## src/rtl/heading_bank_if.sv

```systemverilog
// Key/switch and display-side signal bundle for heading_bank.
interface heading_bank_if #(
    parameter int unsigned DATA_W   = 7,
    parameter int unsigned CHANNELS = 2,
    parameter int unsigned SEL_W    = 1
) ();
    logic                         request;
    logic                         confirm;
    logic [SEL_W+DATA_W-1:0]      inputData;
    logic [CHANNELS*DATA_W-1:0]   dataOut;
    logic [1:0]                   state;
    logic                         busy;
    logic                         error;
    logic                         timeout;

    modport master (
        output request, confirm, inputData,
        input  dataOut, state, busy, error, timeout
    );

    modport slave (
        input  request, confirm, inputData,
        output dataOut, state, busy, error, timeout
    );
endinterface

```

## src/rtl/heading_bank.sv

```systemverilog
// Key-driven capture/commit of a {select, data} word into one of CHANNELS registers.
// Optional ARMED timeout is built when HEADING_TIMEOUT_EN is defined.
module heading_bank #(
    parameter int unsigned DATA_W   = 7,
    parameter int unsigned CHANNELS = 2,
    parameter int unsigned SEL_W    = 1,
    parameter int unsigned TIMEOUT  = 1000
) (
    input logic           clock,
    input logic           reset,
    heading_bank_if.slave bus
);
    localparam int unsigned WORD_W = SEL_W + DATA_W;

    typedef enum logic [1:0] {
        IDLE   = 2'd0,
        ARMED  = 2'd1,
        COMMIT = 2'd2
    } state_t;

    if (CHANNELS < 2 || CHANNELS > 16 || (1 << SEL_W) < CHANNELS || TIMEOUT < 2) begin : g_param_check
        $error("heading_bank: illegal parameter combination");
    end

    state_t                           state_q, state_d;
    logic                             req_prev_q, cnf_prev_q;
    logic [WORD_W-1:0]                hold_q, hold_d;
    logic [CHANNELS-1:0][DATA_W-1:0]  chan_q, chan_d;
    logic                             busy_q, busy_d;
    logic                             error_q, error_d;
    logic                             timeout_q, timeout_d;

    logic                             req_edge;
    logic                             cnf_edge;
    logic                             sel_valid;
    logic                             expire;
    logic [SEL_W-1:0]                 hold_sel;

    assign req_edge  = bus.request & ~req_prev_q;
    assign cnf_edge  = bus.confirm & ~cnf_prev_q;
    assign hold_sel  = hold_q[WORD_W-1 -: SEL_W];
    assign sel_valid = (32'(hold_sel) < CHANNELS);

`ifdef HEADING_TIMEOUT_EN
    localparam int unsigned CNT_W = (TIMEOUT > 2) ? $clog2(TIMEOUT) : 1;

    logic [CNT_W-1:0] cnt_q, cnt_d;

    // Cleared on every (re-)entry to ARMED, counts while ARMED.
    always_comb begin
        cnt_d = cnt_q;
        if (state_d == ARMED && (state_q != ARMED || req_edge)) begin
            cnt_d = '0;
        end else if (state_q == ARMED) begin
            cnt_d = cnt_q + CNT_W'(1);
        end
    end

    assign expire = (state_q == ARMED) && (cnt_q == CNT_W'(TIMEOUT - 2));

    always_ff @(posedge clock) begin
        if (reset) begin
            cnt_q <= '0;
        end else begin
            cnt_q <= cnt_d;
        end
    end
`else
    assign expire = 1'b0;
`endif

    // Next state; within ARMED, confirm beats request, which beats expiry.
    always_comb begin
        state_d   = state_q;
        hold_d    = hold_q;
        chan_d    = chan_q;
        error_d   = 1'b0;
        timeout_d = 1'b0;
        case (state_q)
            IDLE: begin
                if (req_edge) begin
                    hold_d  = bus.inputData;
                    state_d = ARMED;
                end
            end
            ARMED: begin
                if (cnf_edge) begin
                    if (sel_valid) begin
                        state_d = COMMIT;
                    end else begin
                        state_d = IDLE;
                        error_d = 1'b1;
                    end
                end else if (req_edge) begin
                    hold_d = bus.inputData;
                end else if (expire) begin
                    state_d   = IDLE;
                    timeout_d = 1'b1;
                end
            end
            COMMIT: begin
                for (int unsigned c = 0; c < CHANNELS; c++) begin
                    if (hold_sel == SEL_W'(c)) begin
                        chan_d[c] = hold_q[DATA_W-1:0];
                    end
                end
                state_d = IDLE;
            end
            default: state_d = IDLE;
        endcase
        busy_d = (state_d != IDLE);
    end

    // Key prev registers reset high so a key held through reset is not an edge.
    always_ff @(posedge clock) begin
        if (reset) begin
            state_q    <= IDLE;
            req_prev_q <= 1'b1;
            cnf_prev_q <= 1'b1;
            hold_q     <= '0;
            chan_q     <= '0;
            busy_q     <= 1'b0;
            error_q    <= 1'b0;
            timeout_q  <= 1'b0;
        end else begin
            state_q    <= state_d;
            req_prev_q <= bus.request;
            cnf_prev_q <= bus.confirm;
            hold_q     <= hold_d;
            chan_q     <= chan_d;
            busy_q     <= busy_d;
            error_q    <= error_d;
            timeout_q  <= timeout_d;
        end
    end

    assign bus.dataOut = chan_q;
    assign bus.state   = state_q;
    assign bus.busy    = busy_q;
    assign bus.error   = error_q;
    assign bus.timeout = timeout_q;
endmodule

```

## src/flat_wrapper.sv

```systemverilog
// flat-port wrapper written by rule: the top's interface ports become plain ports
module heading_bank_flat 
#(
    parameter int unsigned DATA_W   = 7,
    parameter int unsigned CHANNELS = 2,
    parameter int unsigned SEL_W    = 1,
    parameter int unsigned TIMEOUT  = 1000
)
  (clock, reset, bus_request, bus_confirm, bus_inputData, bus_dataOut, bus_state, bus_busy, bus_error, bus_timeout);
  heading_bank_if #(.DATA_W(DATA_W), .CHANNELS(CHANNELS), .SEL_W(SEL_W)) bus_i ();
  input logic clock;
  input logic reset;
  input wire logic [$bits(bus_i.request)-1:0] bus_request;
  input wire logic [$bits(bus_i.confirm)-1:0] bus_confirm;
  input wire logic [$bits(bus_i.inputData)-1:0] bus_inputData;
  output wire logic [$bits(bus_i.dataOut)-1:0] bus_dataOut;
  output wire logic [$bits(bus_i.state)-1:0] bus_state;
  output wire logic [$bits(bus_i.busy)-1:0] bus_busy;
  output wire logic [$bits(bus_i.error)-1:0] bus_error;
  output wire logic [$bits(bus_i.timeout)-1:0] bus_timeout;
  assign bus_i.request = bus_request;
  assign bus_i.confirm = bus_confirm;
  assign bus_i.inputData = bus_inputData;
  assign bus_dataOut = bus_i.dataOut;
  assign bus_state = bus_i.state;
  assign bus_busy = bus_i.busy;
  assign bus_error = bus_i.error;
  assign bus_timeout = bus_i.timeout;
  heading_bank #(.DATA_W(DATA_W), .CHANNELS(CHANNELS), .SEL_W(SEL_W), .TIMEOUT(TIMEOUT)) u_core (.clock(clock), .reset(reset), .bus(bus_i));
endmodule
```

## config.mk

```make
export PLATFORM = sky130hd
export DESIGN_NAME = heading_bank_flat
export DESIGN_NICKNAME = d
export VERILOG_FILES = /design/src/rtl/heading_bank_if.sv /design/src/rtl/heading_bank.sv /design/src/flat_wrapper.sv
export SDC_FILE = /design/constraint.sdc
export NUM_CORES = 1
export LEC_CHECK = 0
export CAP_MARGIN = 20
export CORE_ASPECT_RATIO = 0.6
export CORE_MARGIN = 3
export CORE_UTILIZATION = 45
export DETAILED_ROUTE_END_ITERATION = 16
export DONT_BUFFER_PORTS = 1
export GPL_ROUTABILITY_DRIVEN = 0
export SKIP_CTS_REPAIR_TIMING = 1
export SYNTH_ARGS = -nofsm -noshare
export SYNTH_HDL_FRONTEND = slang
export SYNTH_SLANG_ARGS = --single-unit
```

## constraint.sdc

```tcl
create_clock -name clock -period 1.1 [get_ports clock]
set_input_delay 0.22 -clock clock [delete_from_list [all_inputs] [get_ports clock]]
set_output_delay 0.22 -clock clock [all_outputs]
set_load 0.02 [all_outputs]
```

# After elaboration in Yosys (flattened, before gate mapping)
# Cells that the tools add are included.
[op_classes]
mux = 6
bitwise_logic = 5
eq_ne = 3
reduce_logical = 6
[ops]
columns = ["cell", "n"]
rows = [
  ["$mux W8", 2],
  ["$pmux W8 S2", 1],
  ["$reduce_and A2 Y1", 3],
  ["$mux W2", 2],
  ["$pmux W2 S2", 1],
  ["$reduce_bool A2 Y1", 2],
  ["$not A1 Y1", 3],
  ["$and A1 B1 Y1", 2],
  ["$eq A2 B1 Y1 const B", 1],
  ["$eq A2 B2 Y1 const B", 1],
  ["$logic_not A2 Y1", 1],
  ["$ne A2 B2 Y1 const B", 1],
]
[totals]
regBits = 27
input_bits = 12
out_inout_bits = 19
elab_cells = 27

# Depth between registers and ports, before layout
[logic_depth]
depth_word = 5
ltp_mapped = 4
ltp_nobuf = 3

# Worst setup path after synthesis
# No wires, ideal clock.
[synth_path]
kind = "register to register"
start = "reg u_core.state_q[1] (netlist: u_core.bus.state[1])"
end = "reg u_core.chan_q, in the netlist u_core.bus.dataOut[1]"
path_stages_with_launch = 5
setup_ns = 0.117
path_slack_ns = -0.163
path_buffers = 1
synth_period_minus_slack_ns = 1.263
required_ns = 0.983
arrival_ns = 1.146
cell_sequence = "dfxtp_1 > nor3b_2 > buf_6 > mux2i_1 > nor2_1"
[synth_between]
elab_chain_len = 2
[synth_rtl]
columns = ["element", "line_no", "source"]
rows = [
  ["start: declaration", "heading_bank.sv:25", "state_t state_q, state_d;"],
  ["start signal: assignment", "heading_bank.sv:126", "state_q <= state_d;"],
  ["$eq A2 B2 Y1", "heading_bank.sv:79", "case (state_q)"],
  ["$reduce_and A2 Y1 (no source line)", "-", ""],
  ["end signal: assignment", "heading_bank.sv:130", "chan_q <= chan_d;"],
  ["end: declaration", "heading_bank.sv:28", "logic [CHANNELS-1:0][DATA_W-1:0] chan_q, chan_d;"],
]
# No other way between the ends.
# A chain may end at the register's enable or synchronous reset.

# Worst setup path in the final report
[layout_path]
start = "reg u_core.state_q[0] (netlist: u_core.bus.state[0])"
end = "reg u_core.hold_q[0]"
[layout_between]
elab_chain_len = 3
word_cells_on_any_way = 6
classes_between = "2 x eq/ne; 1 x mux; 3 x reduce/logical"
[layout_rtl]
columns = ["element", "line_no", "source"]
rows = [
  ["$eq A2 B1 Y1 / $logic_not A2 Y1 (equally long branches)", "heading_bank.sv:79", ""],
  ["$ne A2 B2 Y1 (no source line) / $reduce_bool A2 Y1 (equally long branches)", "-", ""],
  ["$reduce_and A2 Y1 (no source line)", "-", ""],
  ["end signal: assignment", "heading_bank.sv:129", "hold_q <= hold_d;"],
  ["end: declaration", "heading_bank.sv:27", "logic [WORD_W-1:0] hold_q, hold_d;"],
]
# Several ways; a longest one is shown, not always the timed one.

==> results_dict.tcl <==
set metrics [dict create \
    met2WireLength_microns 791 \
    muxShareOfSynthArea_pct 20.5 \
    critPathKind "reg -> reg" \
    hold_depth 1 \
    core_sq_um 2210 \
    area_growth_syn_to_layout_pct 13.3 \
    die-area_sq_um 3020 \
    drive_gt1_share_pct 17.8 \
    cp_slowest_stage_delay_ns 0.36 \
    pwr-share-seq_pct 61.6 \
    drv_slew 0 \
    synthAdderAreaFrac_pct 0 \
    power_density_nw_per_um2 1350 \
    worst_slack_ns -0.118 \
    power.switching_mw 0.345 \
    synth_top_family_by_area "simple AND/OR/NAND/NOR gates" \
    grt_max_degree 36 \
    top_layer "met4" \
    numCtsBuffers 3 \
    wl_met3_microns 136 \
    rows 13 \
    pin_count 31 \
    drt-met1-wl_microns 1020 \
    syn-instance-count 99 \
    dpl.hpwl_microns 1380 \
    utilization_pct 54.9 \
    fillCellCount 213 \
    fp.dieW_microns 69.0 \
    grt_pass1_vias 612 \
    crit_fanout 8 \
    clock-root-buffer "clkbuf_8" \
    required_ns 1.30 \
    initialDrtViolationCount 49 \
    placed_cells 130 \
    clkPwrFrac_pct 33.1 \
    clkTransAtPathRegs_ns 0.09 \
    netlist-cell-type-count 19 \
    post_drt_wl_per_cell_microns 14.3 \
    stdcell_area_sq_um 1210 \
    antenna_found_initial 0 \
    cts_tree "built" \
    holdCritStartpoint "reset" \
    final_nets 120 \
    yosys.area_share.simple_pct 22.4 \
    cp.arrival_ns 1.42 \
    crit_path_top_delay_cell "dfxtp_4" \
    p_leak_nw 0.501 \
    grt_pass1_wl_microns 3130 \
    netlist_area_sq_um 1070 \
    port_buffers 0 \
    r2r_end "u_core.hold_q[0]" \
    sw_frac_of_total_pct 21.0 \
    clock.fmax_mhz 821 \
    final_cells 137 \
    postSynthAreaPerCell_sq_um 10.8 \
    placed_area_sq_um 1130 \
    ys_seq_elements 27 \
    initial_utilization_pct 48.5 \
    setup_viol 9 \
    min_period_ns 1.22 \
    r2r_start "u_core.bus.state[0]" \
    pwr-share-comb_pct 5.3 \
    vias 664 \
    vias_per_cell 4.85 \
    skew_ns 0.00946 \
    seq_area_frac_synth_pct 50.4 \
    period_share_pct 111 \
    firstDrtPassIters 4 \
    layout_commonest_cell "dfxtp_1" \
    whs_ns 0.00908 \
    crit_chain "and3b_4 -> nor4b_4 -> buf_12 -> mux2i_1" \
    setup_tns_ns -0.863 \
    critPathCaptureType "flip-flop" \
    hold_viol 0 \
    whs_endpoint "u_core.bus.state[1]" \
    r2r_slack_ns -0.12 \
    cts_sinks 27 \
    die_y_microns 43.8 \
    reg2reg_depth 4 \
    status "complete, but fails checks" \
    drc 0 \
    ant_nets 0 \
    final_cell_mix "dfxtp_1, mux2i_1, nand2b_1" \
    h-tree-depth 1 \
    synth_compound_area_share_pct 0.467 \
    irDropWorstVdd_mv 1.02 \
    violations "setup timing" \
    grt-ovfl-total 0 \
    clk_latency_ns 0.27 \
    p_total_mw 1.64 \
    drv_cap 0 \
    route.final.wire_length_microns 1960 \
    intPower_mw 1.29 \
    antenna_cells 0 \
    crit_path_start_kind "flip-flop" \
    rsz0062_at_grt "true" \
    yosys_warnings 0 \
    clk_path_buf_depth 2 \
    synth_xor_area_share_pct 0 \
    hp-class "in -> reg" \
    place_ws_ns -0.107 \
    track_usage_pct 13.3 \
]
-- final cells by class --
cell class,count,area (sq um),share of cell area (%)
Multi-Input combinational cell,64,473,38.9
Tap cell,30,37.5,3.09
Timing Repair Buffer,11,106,8.75
Clock buffer,3,41.3,3.40
Clock inverter,1,5.00,0.412
Inverter,1,3.75,0.309
Sequential cell,27,548,45.1
-- power groups by stage --
stage	Clock (mW)	Sequential (mW)	Combinational (mW)
5_1_grt	0.611	1.01	0.0931
3_3_place_gp	0	1.03	0.0719
6_report	0.543	1.01	0.0864
3_5_place_dp	0	1.03	0.0723
4_1_cts	0.564	1.01	0.0725
2_1_floorplan	0	1.03	0.0740
-- synth_stat cells --
master | n | area (sq um)
a21oi_1 | 1 | 5.00
and3b_4 | 1 | 12.5
buf_2 | 2 | 10.0
buf_4 | 3 | 22.5
buf_6 | 2 | 22.5
clkbuf_1 | 1 | 3.75
conb_1 | 1 | 3.75
dfxtp_1 | 27 | 541
inv_1 | 1 | 3.75
mux2i_1 | 22 | 220
nand2b_1 | 16 | 100
nand3b_1 | 1 | 7.51
nor2_1 | 14 | 52.6
nor3_1 | 1 | 5.00
nor3b_1 | 1 | 7.51
nor3b_2 | 1 | 12.5
nor4_1 | 1 | 6.26
nor4b_4 | 1 | 23.8
or2_2 | 2 | 12.5
-- worst max path at each step --
stage	cells after the start	end	slack, ns	start
floorplan	4	u_core.hold_q[0]	-0.06	u_core.bus.state[0]
global placement	4	u_core.hold_q[5]	-0.09	u_core.bus.state[0]
detailed placement	4	u_core.hold_q[0]	-0.11	u_core.bus.state[0]
CTS	4	u_core.hold_q[0]	-0.12	u_core.bus.state[0]
global route	4	u_core.hold_q[7]	-0.18	u_core.bus.state[0]
finish	4	u_core.hold_q[0]	-0.12	u_core.bus.state[0]
-- cells by family (layout without fill, tap and decap cells) --
group	Yosys count	count (layout)
multiplexers	22	22
flip-flops	27	27
AO/OA/AOI/OAI	1	1
buffers and inverters	9	16
other	1	2
AND/OR/NAND/NOR	39	39
-- registers in the layout (all words and copies together) (netlist names) --
signal,cells
u_core.hold_q,8
u_core.bus.busy,1
u_core.bus.state,2
u_core.cnf_prev_q,1
u_core.bus.dataOut,14
u_core.req_prev_q,1
-- critical path, delay by kind of cell, from the launching register on --
kind	cells	cell delay [ns]
muxes	1	0.18
buffers and inverters	1	0.18
and+or+nand+nor	2	0.44
DFF	1	0.36
-- per-layer routing --
| layer | GRT usage [%] | vias to the layer above |
|---|---|---|
| met3 | 6.48 | 2 |
| met4 | 2.33 | 0 |
| li1 | - | 340 |
| met2 | 18.6 | 20 |
| met1 | 18.6 | 302 |
| met5 | 0 | - |
No activity file was read; power rests on OpenSTA's default activity.
